[config.mk]
export PLATFORM = sky130hd
export DESIGN_NAME = avmm_button_led_pio
export DESIGN_NICKNAME = d
export VERILOG_FILES = /design/src/rtl/avmm_button_led_pio.sv
export SDC_FILE = /design/constraint.sdc
export NUM_CORES = 1
export LEC_CHECK = 0
export CORE_MARGIN = 2
export CORE_UTILIZATION = 35
export DETAILED_ROUTE_END_ITERATION = 12
export SLEW_MARGIN = 40
export SYNTH_ARGS = -nofsm -noshare
export SYNTH_HDL_FRONTEND = slang
export SYNTH_SLANG_ARGS = --single-unit
export TNS_END_PERCENT = 30
[constraint.sdc]
create_clock -name clk_clk -period 1.6 [get_ports clk_clk]
set_input_delay 0.48 -clock clk_clk [delete_from_list [all_inputs] [get_ports clk_clk]]
set_output_delay 0.48 -clock clk_clk [all_outputs]
set_load 0.01 [all_outputs]
[src/rtl/avmm_button_led_pio.sv]
// Avalon-MM button/LED PIO: synchronised, debounced buttons with edge capture and irq, LED register.
// Define AVMM_BUTTON_LED_PIO_PWM_EN to add an 8-bit PWM duty register gating the LED outputs.
module avmm_button_led_pio #(
    parameter int unsigned N_BTN           = 2,
    parameter int unsigned N_LED           = 10,
    parameter int unsigned DEBOUNCE_CYCLES = 50000,
    parameter int unsigned BTN_ACTIVE_LOW  = 1,
    parameter int unsigned EDGE_MODE       = 0
) (
    input  logic             clk_clk,
    input  logic             reset_reset,
    input  logic [2:0]       avs_address,
    input  logic             avs_read,
    input  logic             avs_write,
    input  logic [31:0]      avs_writedata,
    output logic [31:0]      avs_readdata,
    output logic             irq,
    input  logic [N_BTN-1:0] button_export,
    output logic [N_LED-1:0] led_export
);
    localparam int unsigned      CW       = $clog2(DEBOUNCE_CYCLES);
    localparam logic [CW-1:0]    CNT_MAX  = CW'(DEBOUNCE_CYCLES - 1);
    // Idle pin level; also the XOR mask that turns the synchronised pin into pressed=1.
    localparam logic [N_BTN-1:0] SYNC_RST = {N_BTN{BTN_ACTIVE_LOW != 0}};

    logic [N_BTN-1:0]         sync1_q, sync2_q, pressed;
    logic [N_BTN-1:0]         stable_q, stable_d;
    logic [N_BTN-1:0][CW-1:0] cnt_q, cnt_d;
    logic [N_BTN-1:0]         rise, fall, evt;
    logic [N_BTN-1:0]         edge_q, edge_d, mask_q;
    logic [N_LED-1:0]         led_q;
    logic [31:0]              readdata_q, rdata_d;
    logic                     irq_q;
    logic                     wr_edge, wr_mask, wr_led;
    logic                     unused_wdata;

    assign unused_wdata = ^avs_writedata;

    always_ff @(posedge clk_clk) begin
        if (reset_reset) begin
            sync1_q <= SYNC_RST;
            sync2_q <= SYNC_RST;
        end else begin
            sync1_q <= button_export;
            sync2_q <= sync1_q;
        end
    end

    assign pressed = sync2_q ^ SYNC_RST;

    always_comb begin
        stable_d = stable_q;
        cnt_d    = cnt_q;
        for (int i = 0; i < int'(N_BTN); i++) begin
            if (pressed[i] == stable_q[i]) begin
                cnt_d[i] = '0;
            end else if (cnt_q[i] == CNT_MAX) begin
                stable_d[i] = pressed[i];
                cnt_d[i]    = '0;
            end else begin
                cnt_d[i] = cnt_q[i] + 1'b1;
            end
        end
    end

    always_comb begin
        rise = stable_d & ~stable_q;
        fall = ~stable_d & stable_q;
        if (EDGE_MODE == 0) begin
            evt = rise;
        end else if (EDGE_MODE == 1) begin
            evt = fall;
        end else begin
            evt = rise | fall;
        end
    end

    assign wr_edge = avs_write && (avs_address == 3'd1);
    assign wr_mask = avs_write && (avs_address == 3'd2);
    assign wr_led  = avs_write && (avs_address == 3'd3);

    // A new event on the same cycle as a W1C keeps the bit set.
    assign edge_d = (edge_q & ~(wr_edge ? avs_writedata[N_BTN-1:0] : '0)) | evt;

`ifdef AVMM_BUTTON_LED_PIO_PWM_EN
    logic [7:0]       duty_q, pwm_cnt_q;
    logic [N_LED-1:0] led_out_q;

    always_ff @(posedge clk_clk) begin
        if (reset_reset) begin
            duty_q    <= 8'hFF;
            pwm_cnt_q <= 8'h00;
            led_out_q <= '0;
        end else begin
            if (avs_write && (avs_address == 3'd4)) begin
                duty_q <= avs_writedata[7:0];
            end
            pwm_cnt_q <= pwm_cnt_q + 8'h01;
            led_out_q <= led_q & {N_LED{pwm_cnt_q < duty_q}};
        end
    end

    assign led_export = led_out_q;
`else
    assign led_export = led_q;
`endif

    always_comb begin
        rdata_d = '0;
        case (avs_address)
            3'd0: rdata_d[N_BTN-1:0] = stable_q;
            3'd1: rdata_d[N_BTN-1:0] = edge_q;
            3'd2: rdata_d[N_BTN-1:0] = mask_q;
            3'd3: rdata_d[N_LED-1:0] = led_q;
`ifdef AVMM_BUTTON_LED_PIO_PWM_EN
            3'd4: rdata_d[7:0] = duty_q;
`endif
            default: rdata_d = '0;
        endcase
    end

    always_ff @(posedge clk_clk) begin
        if (reset_reset) begin
            stable_q   <= '0;
            cnt_q      <= '0;
            edge_q     <= '0;
            mask_q     <= '0;
            led_q      <= '0;
            readdata_q <= '0;
            irq_q      <= 1'b0;
        end else begin
            stable_q <= stable_d;
            cnt_q    <= cnt_d;
            edge_q   <= edge_d;
            if (wr_mask) begin
                mask_q <= avs_writedata[N_BTN-1:0];
            end
            if (wr_led) begin
                led_q <= avs_writedata[N_LED-1:0];
            end
            if (avs_read) begin
                readdata_q <= rdata_d;
            end
            irq_q <= |(edge_q & mask_q);
        end
    end

    assign avs_readdata = readdata_q;
    assign irq          = irq_q;

endmodule

==> key figures <==
Status
  • Run status: finished with violations
  • Violated checks: setup timing

Clock tree
  • Clock buffers created by TritonCTS: 9
  • # clock sinks: 63
  • CTS Root Buffer Type: sky130_fd_sc_hd__clkbuf_8
  • Number of levels in the clock H-tree: 3
  • Insertion delay of the later-clocked pin in the worst-skew pair: ~0.33 ns
  • Hold buffer count at CTS: 0
  • Largest buffer count on any clock path: 2
  • Clock transition at path regs: around 0.070 ns
  • Setup Buffers After CTS: 0
  • TritonCTS clock tree: yes

Timing
  • Number of hold-slack violations in the final timing report: 0
  • Final number of max-transition violations: 0
  • Setup-failing EPs final: 17
  • Final setup margin: -0.0370 ns
  • Achievable clock frequency: between 0.6 and 0.7 GHz
  • Clk_skew: between 0.007 and 0.008 ns
  • Setup TNS: -0.432 ns
  • RSZ-0062 raised after global routing: yes
  • Shortest clock period the worst path allows after layout: 1.64 ns
  • Portion of the clock cycle consumed by the worst path in the final layout: 102%

Power and ir drop
  • Share of total power in sequential cells: about half
  • Combinational fraction of design power: 5.5%
  • Switching share of power: ~22%
  • Total internal power: about 2.5 mW
  • Clock network power share: roughly 44%
  • Power per unit of standard cell area: between 800 and 900 nW/um^2
  • Switching power: 684 uW
  • Leakage power figure: between 1 and 1.5 nW
  • Worst IR drop on VDD: 0.383 mV

Final layout
  • Total inserted antenna cells: 0
  • Area delta synth->final: 32.2%
  • Nets: between 400 and 500
  • Share of post-route cells with drive strength above 1: roughly a fifth
  • Highest-count cells in the layout ignoring fill and taps: sky130_fd_sc_hd__dfxtp_1, sky130_fd_sc_hd__nor2_1, sky130_fd_sc_hd__buf_4
  • Most frequent standard cell in the layout excluding fill and tap cells: sky130_fd_sc_hd__dfxtp_1

Setup path
  • CP Launch Type: flip-flop
  • Setup crit end kind: flip-flop
  • Arr. time, crit path: around 1.9 ns
  • Crit path largest cell delay: 0.54 ns
  • Cell chain of the critical path: or4b_4 > nor4_4 > or2_1 > buf_6 > nor2_1
  • Start-to-end type of the worst setup path: reg -> reg
  • Required time at the worst-slack endpoint: 1.83 ns
  • Cell with the largest stage delay on the worst path: sky130_fd_sc_hd__or4b_4
  • Peak fanout along the critical path: 7

Synth
  • Number of distinct standard cells referenced by the synthesized netlist: 39
  • Synth async-reset ratio: 0%
  • Post-Synthesis Cell Area: approximately 2800 um^2
  • Number of warnings issued by yosys: 0
  • Post-Synthesis Mean Instance Area: 8.92 um^2
  • Gate Count Post-Synth: roughly 320
  • Synthesis-stage register bit count: 63
  • Count of flip-flops with a built-in enable after synthesis: 0
  • Post-synthesis sequential area ratio: 44.8%
  • Top_reg_cell synth: sky130_fd_sc_hd__dfxtp_1

Global routing
  • Final global-route overflow total: 0
  • Total routing resource utilization after global routing: between 10 and 15%
  • Via count of the first global-routing pass: about 2200
  • Wire length of the first global-routing pass: about 9700 um
  • Largest net degree at the start of global routing: 25
  • Antenna violations before repair: 0

Placement
  • Count of input and output buffers: 39
  • Placement Setup Slack: -0.345 ns
  • Sum of net half-perimeters after detailed placement: approximately 4100 um
  • Routability cong.: 0.750

Floorplan
  • Top-level I/O count: 84
  • Number of standard-cell rows in the floorplan: 32
  • Effective utilization at floorplan: 36.3%
  • Floorplan core area: between 7000 and 8000 um^2
  • Vertical extent of the die: roughly 94 um
  • DIE AREA: a little under 9000 um^2
  • Die Wd: 93.7 um

Drt
  • Post-detailed-route DRC marker count: 0
  • Via count normalized by instance count: between 4 and 5
  • DRT iter0 DRCs: 85
  • Total number of vias: between 2000 and 2500
  • Total wire length: approximately 5700 um
  • Routed len/inst: 11.3 um
  • Antenna-violating nets left: 0
  • Router iterations before antenna repair: 4

Hold path
  • Min-Delay Path Class: reg -> reg

Run
  • Max-cap viol count: 0
repair_timing:
item,in CTS,in global routing
gates cloned,0,0
gates resized for setup,24,13
pin swaps,4,8
setup endpoints to repair,54,42
per-layer routing:
layer | GRT usage, % | share of wire [%] | routed length (um) | vias to the layer above
met4 | 7.61 | 1.8 | 100 | 0
met5 | 0 | 0 | 0 | -
li1 | - | - | - | 1167
met2 | 22.7 | 47 | 2630 | 56
met1 | 17.5 | 47 | 2660 | 1018
met3 | 3.05 | 4.7 | 267 | 6
worst paths after layout:
| kind | from | cells after the start | endpoint | slack [ns] |
|---|---|---|---|---|
| hold reg to reg | sync1_q[1] | 1 | sync2_q[1] | 0.41 |
| setup reg to reg | cnt_q[28] | 5 | cnt_q[22] | -0.04 |
| setup / recovery | cnt_q[28] | 5 | cnt_q[22] | -0.04 |
| hold / removal | sync1_q[1] | 1 | sync2_q[1] | 0.41 |
sequential cells by signal (all words and copies together), names as in the netlist:
signal / cells
cnt_q: 32
avs_readdata: 10
led_export: 10
edge_q: 2
mask_q: 2
stable_q: 2
sync1_q: 2
sync2_q: 2
irq: 1
power groups by stage:
stage | Sequential [mW] | Combinational [mW] | Clock (mW)
floorplan | 1.63 | 0.119 | 0
global placement | 1.62 | 0.172 | 0
detailed placement | 1.62 | 0.173 | 0
CTS | 1.59 | 0.170 | 1.42
global route | 1.59 | 0.191 | 1.48
finish | 1.59 | 0.174 | 1.38
kinds of logic (layout without fill, tap and decap cells):
logic type / after synthesis / after routing / share of synthesized area (%)
simple gates: 149 / 149 / 27.6
flops: 63 / 63 / 44.8
buf+inv: 41 / 104 / 9.90
xor+xnor: 28 / 28 / 8.70
compound gates: 27 / 27 / 5.33
mux: 5 / 5 / 2.66
fa+ha+maj: 2 / 2 / 0.888
other cells: 1 / 22 / 0.133
area by class of cell:
type                            instances  area [um^2]
Clock buffer                           11          151
Clock inverter                          4         45.0
Fill cell                             760         4040
Inverter                                8         30.0
Multi-Input combinational cell        233         1400
Sequential cell                        63         1270
Tap cell                              102          128
Timing Repair Buffer                   81          706
worst max-delay path: cells and delay by family (launching register included):
family                 cells  cell delay (ns)
DFF                        1             0.32
buffers and inverters      1             0.15
and+or+nand+nor            4             1.06
cell usage after synthesis (3+ instances only):
| cell type | instances | area (um^2) |
|---|---|---|
| sky130_fd_sc_hd__a21oi_1 | 21 | 105 |
| sky130_fd_sc_hd__nand4_1 | 5 | 31.3 |
| sky130_fd_sc_hd__nand2_1 | 28 | 105 |
| sky130_fd_sc_hd__nor2_1 | 57 | 214 |
| sky130_fd_sc_hd__or2_2 | 5 | 31.3 |
| sky130_fd_sc_hd__dfxtp_1 | 63 | 1260 |
| sky130_fd_sc_hd__inv_1 | 8 | 30.0 |
| sky130_fd_sc_hd__buf_4 | 22 | 165 |
| sky130_fd_sc_hd__mux2i_1 | 3 | 30.0 |
| sky130_fd_sc_hd__nand4b_1 | 3 | 26.3 |
| sky130_fd_sc_hd__nor3_1 | 8 | 40.0 |
| sky130_fd_sc_hd__xor2_1 | 5 | 43.8 |
| sky130_fd_sc_hd__xnor2_1 | 23 | 201 |
| sky130_fd_sc_hd__nand3_1 | 11 | 55.1 |
| sky130_fd_sc_hd__nor2b_1 | 11 | 68.8 |
| sky130_fd_sc_hd__a22oi_1 | 3 | 22.5 |
| sky130_fd_sc_hd__clkbuf_1 | 7 | 26.3 |
| sky130_fd_sc_hd__nor4_1 | 5 | 31.3 |
stage by stage:
| step | cell area [um^2] | power [mW] | util, % | hold slack [ns] | std cells |
|---|---|---|---|---|---|
| detailed placement | 3500 | 1.80 | 45.0 | 0.394 | 487 |
| global placement | 3500 | 1.80 | 45.0 | 0.395 | 487 |
| global route | 3730 | 3.26 | 48.0 | 0.424 | 502 |
| finish | 3730 | 3.14 | 48.0 | 0.410 | 502 |
| floorplan | 2900 | 1.74 | - | 0.389 | 337 |
| CTS | 3670 | 3.18 | 47.3 | 0.410 | 502 |
(Power assumes the default switching activity.)
